## src/rtl/r5p_wb_arb_pkg.sv

```systemverilog
// Shared definitions for the R5P GPR write-port arbiter.
// - wb_src_et   : identifies the source owning the write port
// - STARVE_DEF  : default number of cycles an LSU/MDU request may lose to
//                 the pipeline before it is forced through
package r5p_wb_arb_pkg;

  typedef enum logic [1:0] {
    WB_PIP = 2'd0,
    WB_LSU = 2'd1,
    WB_MDU = 2'd2
  } wb_src_et;

  localparam int unsigned STARVE_DEF = 4;

endpackage

```

## src/rtl/r5p_wb_arb_if.sv

```systemverilog
// Write-back request bundle between the result sources and the arbiter.
// Each of the three sources (pipeline, LSU, MDU) has a vld/rdy handshake
// with a destination register address and data word.
// - master : result sources (drive vld/adr/dat, receive rdy)
// - slave  : arbiter (receives vld/adr/dat, drives rdy)
interface r5p_wb_arb_if #(
  parameter int unsigned XLEN = 32
) ();

  logic            pip_vld;
  logic            pip_rdy;
  logic [4:0]      pip_adr;
  logic [XLEN-1:0] pip_dat;

  logic            lsu_vld;
  logic            lsu_rdy;
  logic [4:0]      lsu_adr;
  logic [XLEN-1:0] lsu_dat;

  logic            mdu_vld;
  logic            mdu_rdy;
  logic [4:0]      mdu_adr;
  logic [XLEN-1:0] mdu_dat;

  modport master (
    output pip_vld, pip_adr, pip_dat,
    output lsu_vld, lsu_adr, lsu_dat,
    output mdu_vld, mdu_adr, mdu_dat,
    input  pip_rdy, lsu_rdy, mdu_rdy
  );

  modport slave (
    input  pip_vld, pip_adr, pip_dat,
    input  lsu_vld, lsu_adr, lsu_dat,
    input  mdu_vld, mdu_adr, mdu_dat,
    output pip_rdy, lsu_rdy, mdu_rdy
  );

endinterface

```

## src/rtl/r5p_wb_scoreboard.sv

```systemverilog
// Pending-destination scoreboard for long-latency ops (loads, MDU).
// Ports:
//   clk, rst                 clock, asynchronous active-high reset
//   set_ena, set_adr         long-latency op issued, its rd
//   clr_ena, clr_adr         LSU/MDU result written back, its rd
//   dec_rs1/rs2/rd(+_ena)    decode-stage register uses
//   hzd                      decode must stall (combinational)
module r5p_wb_scoreboard (
  input  logic       clk,
  input  logic       rst,
  input  logic       set_ena,
  input  logic [4:0] set_adr,
  input  logic       clr_ena,
  input  logic [4:0] clr_adr,
  input  logic [4:0] dec_rs1,
  input  logic [4:0] dec_rs2,
  input  logic [4:0] dec_rd,
  input  logic       dec_rs1_ena,
  input  logic       dec_rs2_ena,
  input  logic       dec_rd_ena,
  output logic       hzd
);

  logic [31:0] pending;
  logic [31:0] pending_nxt;

  // Clear first, then set, so a same-cycle issue to the register being
  // retired keeps it pending. x0 is never tracked.
  always_comb begin
    pending_nxt = pending;
    if (clr_ena)
      pending_nxt[clr_adr] = 1'b0;
    if (set_ena && (set_adr != 5'd0))
      pending_nxt[set_adr] = 1'b1;
  end

  always_ff @(posedge clk or posedge rst) begin
    if (rst)
      pending <= '0;
    else
      pending <= pending_nxt;
  end

  // Registered state only: a result granted this cycle still stalls decode.
  assign hzd = (dec_rs1_ena & pending[dec_rs1])
             | (dec_rs2_ena & pending[dec_rs2])
             | (dec_rd_ena  & pending[dec_rd]);

endmodule

```

## src/rtl/r5p_wb_arb.sv

```systemverilog
// GPR write-port arbiter for the R5P core. Shares the single register-file
// write port between the pipeline, LSU load return and MDU result, and
// tracks outstanding long-latency destinations for decode hazard detection.
// Ports:
//   clk, rst              clock, asynchronous active-high reset
//   bus (slave)           pip/lsu/mdu vld, rdy, adr, dat handshakes
//   iss_ena, iss_adr      long-latency op issued, its rd
//   dec_rs1/rs2/rd(+_ena) decode register uses
//   hzd                   decode stall (combinational)
//   wen, adr, dat         registered GPR write port
module r5p_wb_arb
  import r5p_wb_arb_pkg::*;
#(
  parameter int unsigned XLEN   = 32,
  parameter int unsigned STARVE = STARVE_DEF
) (
  input  logic            clk,
  input  logic            rst,
  r5p_wb_arb_if.slave     bus,
  input  logic            iss_ena,
  input  logic [4:0]      iss_adr,
  input  logic [4:0]      dec_rs1,
  input  logic [4:0]      dec_rs2,
  input  logic [4:0]      dec_rd,
  input  logic            dec_rs1_ena,
  input  logic            dec_rs2_ena,
  input  logic            dec_rd_ena,
  output logic            hzd,
  output logic            wen,
  output logic [4:0]      adr,
  output logic [XLEN-1:0] dat
);

  localparam logic [3:0] STARVE_LIM = 4'(STARVE);

  wb_src_et        ptr;
  wb_src_et        rr_src;
  wb_src_et        gnt_src;
  logic            gnt;
  logic            lr_any;
  logic            lr_gnt;
  logic            forced;
  logic [3:0]      cnt;
  logic [4:0]      gnt_adr;
  logic [XLEN-1:0] gnt_dat;

  // Arbitration: pipeline first unless the starvation limit is reached,
  // in which case the LSU/MDU round-robin winner takes the slot.
  always_comb begin
    lr_any  = bus.lsu_vld | bus.mdu_vld;
    if (bus.lsu_vld && bus.mdu_vld)
      rr_src = ptr;
    else if (bus.lsu_vld)
      rr_src = WB_LSU;
    else
      rr_src = WB_MDU;
    forced  = lr_any && (cnt == STARVE_LIM);
    gnt     = 1'b0;
    gnt_src = WB_PIP;
    if (!rst) begin
      if (bus.pip_vld && !forced) begin
        gnt     = 1'b1;
        gnt_src = WB_PIP;
      end else if (lr_any) begin
        gnt     = 1'b1;
        gnt_src = rr_src;
      end
    end
    lr_gnt = gnt && (gnt_src != WB_PIP);
    case (gnt_src)
      WB_LSU: begin
        gnt_adr = bus.lsu_adr;
        gnt_dat = bus.lsu_dat;
      end
      WB_MDU: begin
        gnt_adr = bus.mdu_adr;
        gnt_dat = bus.mdu_dat;
      end
      default: begin
        gnt_adr = bus.pip_adr;
        gnt_dat = bus.pip_dat;
      end
    endcase
  end

  assign bus.pip_rdy = gnt && (gnt_src == WB_PIP);
  assign bus.lsu_rdy = gnt && (gnt_src == WB_LSU);
  assign bus.mdu_rdy = gnt && (gnt_src == WB_MDU);

  // Write-port register stage: grant in cycle N appears on wen/adr/dat in N+1.
  always_ff @(posedge clk or posedge rst) begin
    if (rst) begin
      cnt <= '0;
      ptr <= WB_LSU;
      wen <= 1'b0;
      adr <= '0;
      dat <= '0;
    end else begin
      if (lr_gnt || !lr_any)
        cnt <= '0;
      else if (cnt != STARVE_LIM)
        cnt <= cnt + 4'd1;
      // Point at the source that was not just served.
      if (lr_gnt)
        ptr <= (gnt_src == WB_LSU) ? WB_MDU : WB_LSU;
      wen <= gnt && (gnt_adr != 5'd0);
      if (gnt) begin
        adr <= gnt_adr;
        dat <= gnt_dat;
      end
    end
  end

  r5p_wb_scoreboard u_sb (
    .clk         (clk),
    .rst         (rst),
    .set_ena     (iss_ena),
    .set_adr     (iss_adr),
    .clr_ena     (lr_gnt),
    .clr_adr     (gnt_adr),
    .dec_rs1     (dec_rs1),
    .dec_rs2     (dec_rs2),
    .dec_rd      (dec_rd),
    .dec_rs1_ena (dec_rs1_ena),
    .dec_rs2_ena (dec_rs2_ena),
    .dec_rd_ena  (dec_rd_ena),
    .hzd         (hzd)
  );

endmodule

```

## src/flat_wrapper.sv

```systemverilog
// flat-port wrapper written by rule: the top's interface ports become plain ports
module r5p_wb_arb_flat import r5p_wb_arb_pkg::*;
#(
  parameter int unsigned XLEN   = 32,
  parameter int unsigned STARVE = STARVE_DEF
)
  (clk, rst, iss_ena, iss_adr, dec_rs1, dec_rs2, dec_rd, dec_rs1_ena, dec_rs2_ena, dec_rd_ena, hzd, wen, adr, dat, bus_pip_vld, bus_pip_adr, bus_pip_dat, bus_lsu_vld, bus_lsu_adr, bus_lsu_dat, bus_mdu_vld, bus_mdu_adr, bus_mdu_dat, bus_pip_rdy, bus_lsu_rdy, bus_mdu_rdy);
  r5p_wb_arb_if #(.XLEN(XLEN)) bus_i ();
  input  logic clk;
  input  logic rst;
  input  logic iss_ena;
  input  logic [4:0] iss_adr;
  input  logic [4:0] dec_rs1;
  input  logic [4:0] dec_rs2;
  input  logic [4:0] dec_rd;
  input  logic dec_rs1_ena;
  input  logic dec_rs2_ena;
  input  logic dec_rd_ena;
  output logic hzd;
  output logic wen;
  output logic [4:0] adr;
  output logic [XLEN-1:0] dat;
  input wire logic [$bits(bus_i.pip_vld)-1:0] bus_pip_vld;
  input wire logic [$bits(bus_i.pip_adr)-1:0] bus_pip_adr;
  input wire logic [$bits(bus_i.pip_dat)-1:0] bus_pip_dat;
  input wire logic [$bits(bus_i.lsu_vld)-1:0] bus_lsu_vld;
  input wire logic [$bits(bus_i.lsu_adr)-1:0] bus_lsu_adr;
  input wire logic [$bits(bus_i.lsu_dat)-1:0] bus_lsu_dat;
  input wire logic [$bits(bus_i.mdu_vld)-1:0] bus_mdu_vld;
  input wire logic [$bits(bus_i.mdu_adr)-1:0] bus_mdu_adr;
  input wire logic [$bits(bus_i.mdu_dat)-1:0] bus_mdu_dat;
  output wire logic [$bits(bus_i.pip_rdy)-1:0] bus_pip_rdy;
  output wire logic [$bits(bus_i.lsu_rdy)-1:0] bus_lsu_rdy;
  output wire logic [$bits(bus_i.mdu_rdy)-1:0] bus_mdu_rdy;
  assign bus_i.pip_vld = bus_pip_vld;
  assign bus_i.pip_adr = bus_pip_adr;
  assign bus_i.pip_dat = bus_pip_dat;
  assign bus_i.lsu_vld = bus_lsu_vld;
  assign bus_i.lsu_adr = bus_lsu_adr;
  assign bus_i.lsu_dat = bus_lsu_dat;
  assign bus_i.mdu_vld = bus_mdu_vld;
  assign bus_i.mdu_adr = bus_mdu_adr;
  assign bus_i.mdu_dat = bus_mdu_dat;
  assign bus_pip_rdy = bus_i.pip_rdy;
  assign bus_lsu_rdy = bus_i.lsu_rdy;
  assign bus_mdu_rdy = bus_i.mdu_rdy;
  r5p_wb_arb #(.XLEN(XLEN), .STARVE(STARVE)) u_core (.clk(clk), .rst(rst), .bus(bus_i), .iss_ena(iss_ena), .iss_adr(iss_adr), .dec_rs1(dec_rs1), .dec_rs2(dec_rs2), .dec_rd(dec_rd), .dec_rs1_ena(dec_rs1_ena), .dec_rs2_ena(dec_rs2_ena), .dec_rd_ena(dec_rd_ena), .hzd(hzd), .wen(wen), .adr(adr), .dat(dat));
endmodule
```

## config.mk

```make
export PLATFORM = sky130hd
export DESIGN_NAME = r5p_wb_arb_flat
export DESIGN_NICKNAME = d
export VERILOG_FILES = /design/src/rtl/r5p_wb_arb_pkg.sv /design/src/rtl/r5p_wb_arb_if.sv /design/src/rtl/r5p_wb_scoreboard.sv /design/src/rtl/r5p_wb_arb.sv /design/src/flat_wrapper.sv
export SDC_FILE = /design/constraint.sdc
export NUM_CORES = 1
export LEC_CHECK = 0
export CAP_MARGIN = 15
export CORE_MARGIN = 2
export CORE_UTILIZATION = 48
export DETAILED_ROUTE_END_ITERATION = 12
export GPL_TIMING_DRIVEN = 0
export PLACE_DENSITY = 0.95
export SKIP_LAST_GASP = 1
export SYNTH_ARGS = -nofsm -noshare
export SYNTH_HDL_FRONTEND = slang
export SYNTH_SLANG_ARGS = --single-unit
```

## constraint.sdc

```tcl
create_clock -name clk -period 6.79 [get_ports clk]
set_input_delay 0.679 -clock clk [delete_from_list [all_inputs] [get_ports clk]]
set_output_delay 0.679 -clock clk [all_outputs]
set_load 0.01 [all_outputs]
```

==> reports/summary.md, run 1 <==
After routing the design area is 0.00669 mm². The tools report the buffer cell driving the clock tree root as clkbuf_8. The tools report the worst relative slew slack as 39.6%. Across every metal layer, demand over resource in global routing totals 30.5%. The max-slew violation total from the final report came out at 0. The final route contains 4,845 vias. The die area was 0.0103 mm². The transition at the pin with the smallest max-transition slack came out at 0.906 ns. The worst setup path is captured at an output port.

The largest net degree at the start of global routing was 77; the largest stage delay on the critical path was 0.55 ns. In this run, post-CTS repair resized a total of 0 instances. After layout, the worst setup slack is 2.73 ns. For the number of sinks on the clock net, the log shows 76. The run gives 2.79 ns as the setup slack after placement. The tools report the clock latency on the worst-skew pair as 0.35 ns. Launching element type of the critical path: a flop. Row generation in the floorplan step produced 35 rows.

Data arrives at the worst endpoint at 3.38 ns. The post-synthesis net count came out at 628. The HPWL after detailed placement is 12,200 µm. Wires add up to 15,200 µm. For this run, the register share of the synthesized area comes to 41.5%.

For met2 alone, demand over resource in global routing was 54.8%. Routability-driven placement finished with a final weighted congestion of 0.957. Walking the worst path, the cells encountered are inv_1 -> ha_1 -> nand3b_1 -> a21oi_1 -> and3_1 -> ha_1 -> buf_2 -> clkbuf_1 -> inv_1 -> nor2_1 -> clkdlybuf4s50_1. The area of the core came out at 0.00924 mm². The total iterations of the first detailed-routing run was 5; the top-level port count was 182. The shortest clock period the worst path allows after layout is 4.06 ns. Excluding fillers, the count of instances in the completed layout stands at 803. The flow ran to the end, and the final reports show no timing, DRC or antenna violations. The placement-stage cell area was 0.00650 mm²; the ratio of cells with drive above 1 in the final layout was 7.27%. The first global-routing pass estimated 24,000 µm of wire. Area overhead of the layout relative to synthesis: 46.0%.

The via count of the first global-routing pass was 4,943; the deepest level of the CTS H-tree was 3. Leakage power of the design: 0.00257 µW. The start point of the critical path was u_core.cnt[0]. The die is 102 µm wide. A synthesized cell averages 9.49 µm². The number of antenna diodes in the final layout is 0. The tools report the number of warnings printed during yosys synthesis as 0. The slowest stage of the critical path is the clkdlybuf4s50_1 cell. The tools report the start point of the worst min-delay path as u_core.dat[7].

Dividing the detail-routed via count by the number of cells gives 6.03. Clock-pin slew was measured on the worst setup and hold paths at 0.08 ns. Along the worst path, the maximum fanout reaches 10. Power spread over the standard cell area amounts to 232 mW/mm².

The initial antenna violation count came out at 0. The number of clock buffers added by TritonCTS is 9. For this run, the top clock speed supported by timing is 246 MHz.

Synthesis inferred 76 register bits. TritonCTS built the clock tree. In this run, distinct cell masters in the synthesized netlist total 39. Summing every instance area after synthesis gives 0.00458 mm².

The family with the most delay on the worst path is buffers and inverters. The final number of hold-violating endpoints came out at 0. Global routing used 5.11% of the available met3 tracks. Across the run, the number of max-cap violations was 0. After detailed routing, the average wire length per cell comes to 19.0 µm. The layer with the highest usage after global routing is met2. Once the clock tree was built, the setup fixing pass inserted 0 buffers. The number of input and output port buffers inserted works out to 175. The startpoint of the lowest-slack register-to-register path was u_core.cnt[0]. The path type of the worst setup path is flop to output port. The data required time of the critical path is 6.11 ns, and the critical path buffer and inverter count is 5.

For the worst ir drop on vdd, the log shows 0.101 mV. Summed over all layers, the global routing overflow is 0. In the global route stage, met1 resource usage came out at 35.3%.

The net count of the finished layout is 814. Setup clock skew after layout: 0.0115 ns. Setup repair after global routing left no endpoint under its margin. The number of DRC markers in iteration 0 is 336, and the gate count of the mapped netlist is 483. In this run the deepest clock path goes through 2 buffers.

Setup violations remaining at the end of the flow were counted as 0. The floorplan step set the die height to 102 µm. Setup total negative slack on the finished layout was measured at 0 ns. The class of the tightest hold or removal check was flop to flop. For this run, design rule violations remaining after detail routing come to 0. The hold-fix buffer count after cts was 0.

Dividing the final minimum period by the clock period gives 59.8%. For the number of nets with antenna violations after routing, the log shows 0. The initial core utilization is 49.6%. After detailed placement, the design holds a cell count of 787.
registers in the layout, indices dropped and copies added (netlist names):
signal               cells
u_core.ptr               2
u_core.adr               5
u_core.cnt               4
u_core.dat              32
u_core.u_sb.pending     32
u_core.wen               1
worst reg2reg max path, delay by kind of cell, from the launching register on:
family                   cells  cell delay [ns]
flip-flops                   1             0.44
AND/OR/NAND/NOR              3             0.76
buffers and inverters        3             0.35
AO/OA/AOI/OAI                5             1.49
adder cells (fa/ha/maj)      2             0.35
cell usage after synthesis, drive strengths merged:
cell     count  share of area, %
nand4        1              0.14
xnor2        2              0.38
inv         14               1.1
or2          1              0.14
o21a         6              0.98
and3         4              0.55
mux4        26                13
dfstp        1              0.57
xor2         1              0.19
clkbuf      25               2.0
or3b         1              0.19
o2bb2ai     10               1.9
o22ai        1              0.14
nand3b       6              0.98
mux2i        6               1.3
buf          8              0.96
and4         1              0.19
or3          2              0.27
nand2b       3              0.41
o41ai        3              0.57
mux2         5               1.2
a22oi       37               6.1
nor3b        2              0.33
dfrtp       75                41
a21oi       35               3.8
ha           5               1.4
o2111ai      3              0.57
a22o         3              0.57
o21ai       75               8.2
nor3         6              0.76
nand2       56               4.6
nand3       16               1.7
nor2        43               3.5
final cells by class:
class | count | area, µm²
Buffer | 33 | 138
Clock buffer | 12 | 145
Clock inverter | 4 | 48.8
Fill cell | 639 | 2550
Inverter | 14 | 55.1
Multi-Input combinational cell | 360 | 2490
Sequential cell | 76 | 1900
Tap cell | 129 | 161
Timing Repair Buffer | 175 | 1750
placed cells by master (no fill, tap or decap), types with 6 or more instances in the layout:
| cell type | instances |
|---|---|
| o21a_1 | 6 |
| mux4_2 | 21 |
| mux2i_1 | 6 |
| nand2_1 | 56 |
| a22oi_1 | 37 |
| inv_1 | 13 |
| clkbuf_1 | 27 |
| nand3_1 | 16 |
| clkdlybuf4s50_1 | 175 |
| o21ai_0 | 72 |
| nand3b_1 | 6 |
| clkbuf_8 | 10 |
| dfrtp_1 | 75 |
| nor2_1 | 43 |
| o2bb2ai_1 | 10 |
| a21oi_1 | 35 |
per-stage QoR:
| step | util [%] | hold WS [ns] | total power, µW |
|---|---|---|---|
| 2_1_floorplan | - | 0.472 | 935 |
| 3_3_place_gp | 70.3 | 0.465 | 1170 |
| 3_5_place_dp | 70.3 | 0.472 | 1210 |
| 4_1_cts | 72.4 | 0.490 | 1550 |
| 5_1_grt | 72.4 | 0.520 | 1630 |
| 6_report | 72.4 | 0.484 | 1550 |
logic make-up (layout without fill, tap and decap cells):
group / Yosys count / count (layout) / synth area share, %
adder cells (fa/ha/maj): 5 / 5 / 1.37
XOR/XNOR: 3 / 3 / 0.574
buffers and inverters: 47 / 238 / 4.15
flip-flops: 76 / 76 / 41.5
AND/OR/NAND/NOR: 142 / 142 / 13.8
multiplexers: 37 / 37 / 15.7
AO/OA/AOI/OAI: 173 / 173 / 22.8
path summary, 6_finish.rpt:
| kind | end | slack, ns | depth (start not counted) |
|---|---|---|---|
| worst max register to register | u_core.u_sb.pending[4] | 3.26 | 13 |
| max in group asynchronous | u_core.u_sb.pending[8] | 5.21 | 2 |
| worst max-delay path | bus_lsu_rdy | 2.73 | 11 |
| min in group asynchronous | u_core.adr[0] | 1.00 | 2 |
| worst min register to register | u_core.dat[7] | 0.48 | 2 |
| worst min-delay path | u_core.dat[7] | 0.48 | 2 |
where the power goes:
group	total, µW	internal, µW	switching, µW
Clock	343	180	163
Sequential	650	554	96.2
Combinational	558	310	248
Total	1550	1040	507
metal layers:
| layer | vias up | routed length, µm | part of all wire, % |
|---|---|---|---|
| met1 | 2299 | 5250 | 34 |
| met3 | 47 | 1260 | 8.3 |
| met4 | 0 | 506 | 3.3 |
| met2 | 332 | 8210 | 54 |
| li1 | 2167 | - | - |
| met5 | - | 0 | 0 |
Note: power is estimated with default switching activity, not from simulation.
==> run 2, diff against run 1 <==
CORE_UTILIZATION = 44   (was 48)
PLACE_DENSITY = 0.9   (was 0.95)
clock period = 4.1 ns   (was 6.79 ns; I/O delays follow)
==> run 2 against run 1 <==
Register-to-register slack worse by 2.6 ns. Hold slack worse by 0.0035 ns. Flip-flop and latch count stayed put. Clock skew hardly changed. Power is 71% higher. Critical path depth stayed put. Via count is 4.5% lower. Sequential share of layout area is 0.18 points lower. Core utilization is 6.6 points lower.
==> reports/summary.md, run 2 (same netlist as run 1, synthesis figures left out) <==
The family with the most delay on the worst path is buffers and inverters. STA classifies the critical path startpoint as a flop. In this run the power density over the cells is 393 mW/mm². The total number of nets in the final design is 814, and the via count of the first global-routing pass is 4,706. The largest net degree at the start of global routing was 77. The wire length of the first global-routing pass was 24,000 µm.

The slowest stage of the critical path belongs to the cell clkdlybuf4s50_1. The post-CTS repair timing setup buffer count is 0. In the layout the commonest cells are clkdlybuf4s50_1, dfrtp_1, o21ai_0. The startpoint identified for the worst hold timing path is u_core.dat[9]. The flow ran to the end, and the final reports show no timing, DRC or antenna violations. The total overflow left after global routing is 0. The worst ir drop on vdd came out at 0.215 mV.

The critical path is of the flop to output port type. The number of violations of the max-capacitance limit is 0. From synthesis to final layout, the design area changed by 47.0%. Clock-pin slew was measured on the worst setup and hold paths at 0.08 ns.

The core region is 0.0102 mm². Between clock sinks in the finished design, the worst skew comes to 0.0118 ns. The number of nets with antenna violations after routing is 0, and the depth of the worst register-to-register path is 13.

The number of DRC markers in iteration 0 is 268. The largest registers in the layout are u_core.dat x32, u_core.u_sb.pending x32, u_core.adr x5. The initial antenna violation count is 0, and the placement-stage cell area is 0.00651 mm². In this run the core area contains 37 standard-cell rows. Input and output buffers added on the ports amount to 175. The run gives 3.30 ns as the arrival time reported for the critical path endpoint. Cells with a size suffix above 1 make up 7.27% of the layout. Summed over all cells, the static leakage comes to 0.00259 µW. The worst hold path passes through 2 cells. The critical path endpoint category was an output port.

Detailed routing inserted a total of 4,625 vias. In this run the count of I/O pins placed on the die edge is 182. Wires add up to 14,900 µm. The critical path contains buffers and inverters numbering 5 combined. The largest stage delay on the critical path is 0.55 ns. After routing, the total negative slack on setup checks comes to 0 ns. The post-cts gate resize count is 0. The logs give 0 for the number of endpoints failing setup at the final stage and 76 for the number of sinks on the clock net. The HPWL after detailed placement is 11,900 µm. The transition at the pin with the smallest max-transition slack came out at 0.913 ns. The data required time of the critical path was 3.69 ns. For the max-slew violation total from the final report, the log shows 0. Residual DRC count: 0.

Clock latency on the worst-skew pair, taken at its later pin, is 0.34 ns. For the hold-fix buffer count after cts, the log shows 0. The post-route fraction of the period consumed by the critical path came out at 90.6%. The worst register-to-register path begins at u_core.cnt[0]. The pre-antenna-repair detailed-routing pass consisted of 5 iterations.

The most common library cell in the layout ignoring fill and taps was clkdlybuf4s50_1. The tools report the worst relative slew slack as 39.1%. In this run the horizontal extent of the chip is 106 µm.

0 antenna diodes ended up in the layout. TritonCTS built the clock tree. The critical path starts at u_core.cnt[0]. The run gives 44.8% as the initial core utilization. Setup repair after global routing left no endpoint under its margin.

The worst hold path belongs to the class flop to flop. The per-cell via count in the routed design is 5.71, and the total global routing track utilization is 27.6%. The run gives 0.00673 mm² as the finished layout cell area. The buffer cell driving the clock tree root was clkbuf_8.

The number of buffers created by CTS is 9, and the shortest clock period the worst path allows after layout is 3.71 ns. The final cell count without fillers is 810. The longest clock path from root to sink contains 2 buffers. The wire length per cell is 18.4 µm, and the vertical extent of the die is 106 µm.

Walking the worst path, the cells encountered are inv_1 -> ha_1 -> nand3b_1 -> a21oi_1 -> and3_1 -> ha_1 -> buf_2 -> clkbuf_1 -> inv_1 -> nor2_1 -> clkdlybuf4s50_1. The floorplan step defined a die boundary enclosing 0.0112 mm². Based on the critical path, the design can be clocked at up to 269 MHz.

The congestion estimate from routability-driven global placement came to 0.913. The run gives 794 as the post-placement cell count. The final number of hold-violating endpoints was 0; the highest net fanout along the worst path was 10. The cell count along the critical path is 11, and the deepest level of the CTS H-tree is 3.
[run 2: final cells by class]
class | instances | area (µm²)
clock inverter | 3 | 68.8
sequential | 76 | 1900
fill | 792 | 3500
clock buffer | 13 | 159
inverter | 14 | 55.1
tap | 136 | 170
buffer | 33 | 138
multi-input combinational | 360 | 2490
timing repair buffer | 175 | 1750
[run 2: worst paths after layout]
kind	slack (ns)	end
setup / recovery	0.39	bus_lsu_rdy
min in group asynchronous	0.72	u_core.dat[0]
setup reg to reg	0.70	u_core.u_sb.pending[20]
hold reg to reg	0.48	u_core.dat[9]
max in group asynchronous	2.77	u_core.u_sb.pending[15]
hold / removal	0.48	u_core.dat[9]
[run 2: routing by layer]
metal / vias up / wire [µm] / GRT usage [%]
li1: 2160 / - / -
met1: 2166 / 5510 / 31.7
met2: 263 / 7770 / 49.4
met3: 36 / 1150 / 6.44
met4: 0 / 470 / 11.7
met5: - / 0 / 0
[run 2: tightest hold or removal path, delay by kind of cell (launching register included)]
kind	cells	cell delay (ns)
AO/OA/AOI/OAI	1	0.06
flip-flops	1	0.34
AND/OR/NAND/NOR	1	0.04
[run 2: power by group]
part	total, µW	switching (µW)	leakage (µW)	internal [µW]
logic	921	408	0.00155	513
clock network	650	272	0.000114	378
registers	1070	156	0.000919	916
total	2640	836	0.00259	1810
[run 2: stage by stage]
| step | power [µW] | worst slack [ns] | util (%) | hold slack, ns |
|---|---|---|---|---|
| after floorplan | 1550 | 1.45 | - | 0.472 |
| after global placement | 1940 | 0.558 | 63.6 | 0.465 |
| after detailed placement | 2000 | 0.707 | 63.6 | 0.470 |
| after CTS | 2650 | 0.369 | 65.8 | 0.486 |
| after global routing | 2790 | 0.146 | 65.8 | 0.513 |
| final | 2640 | 0.385 | 65.8 | 0.481 |
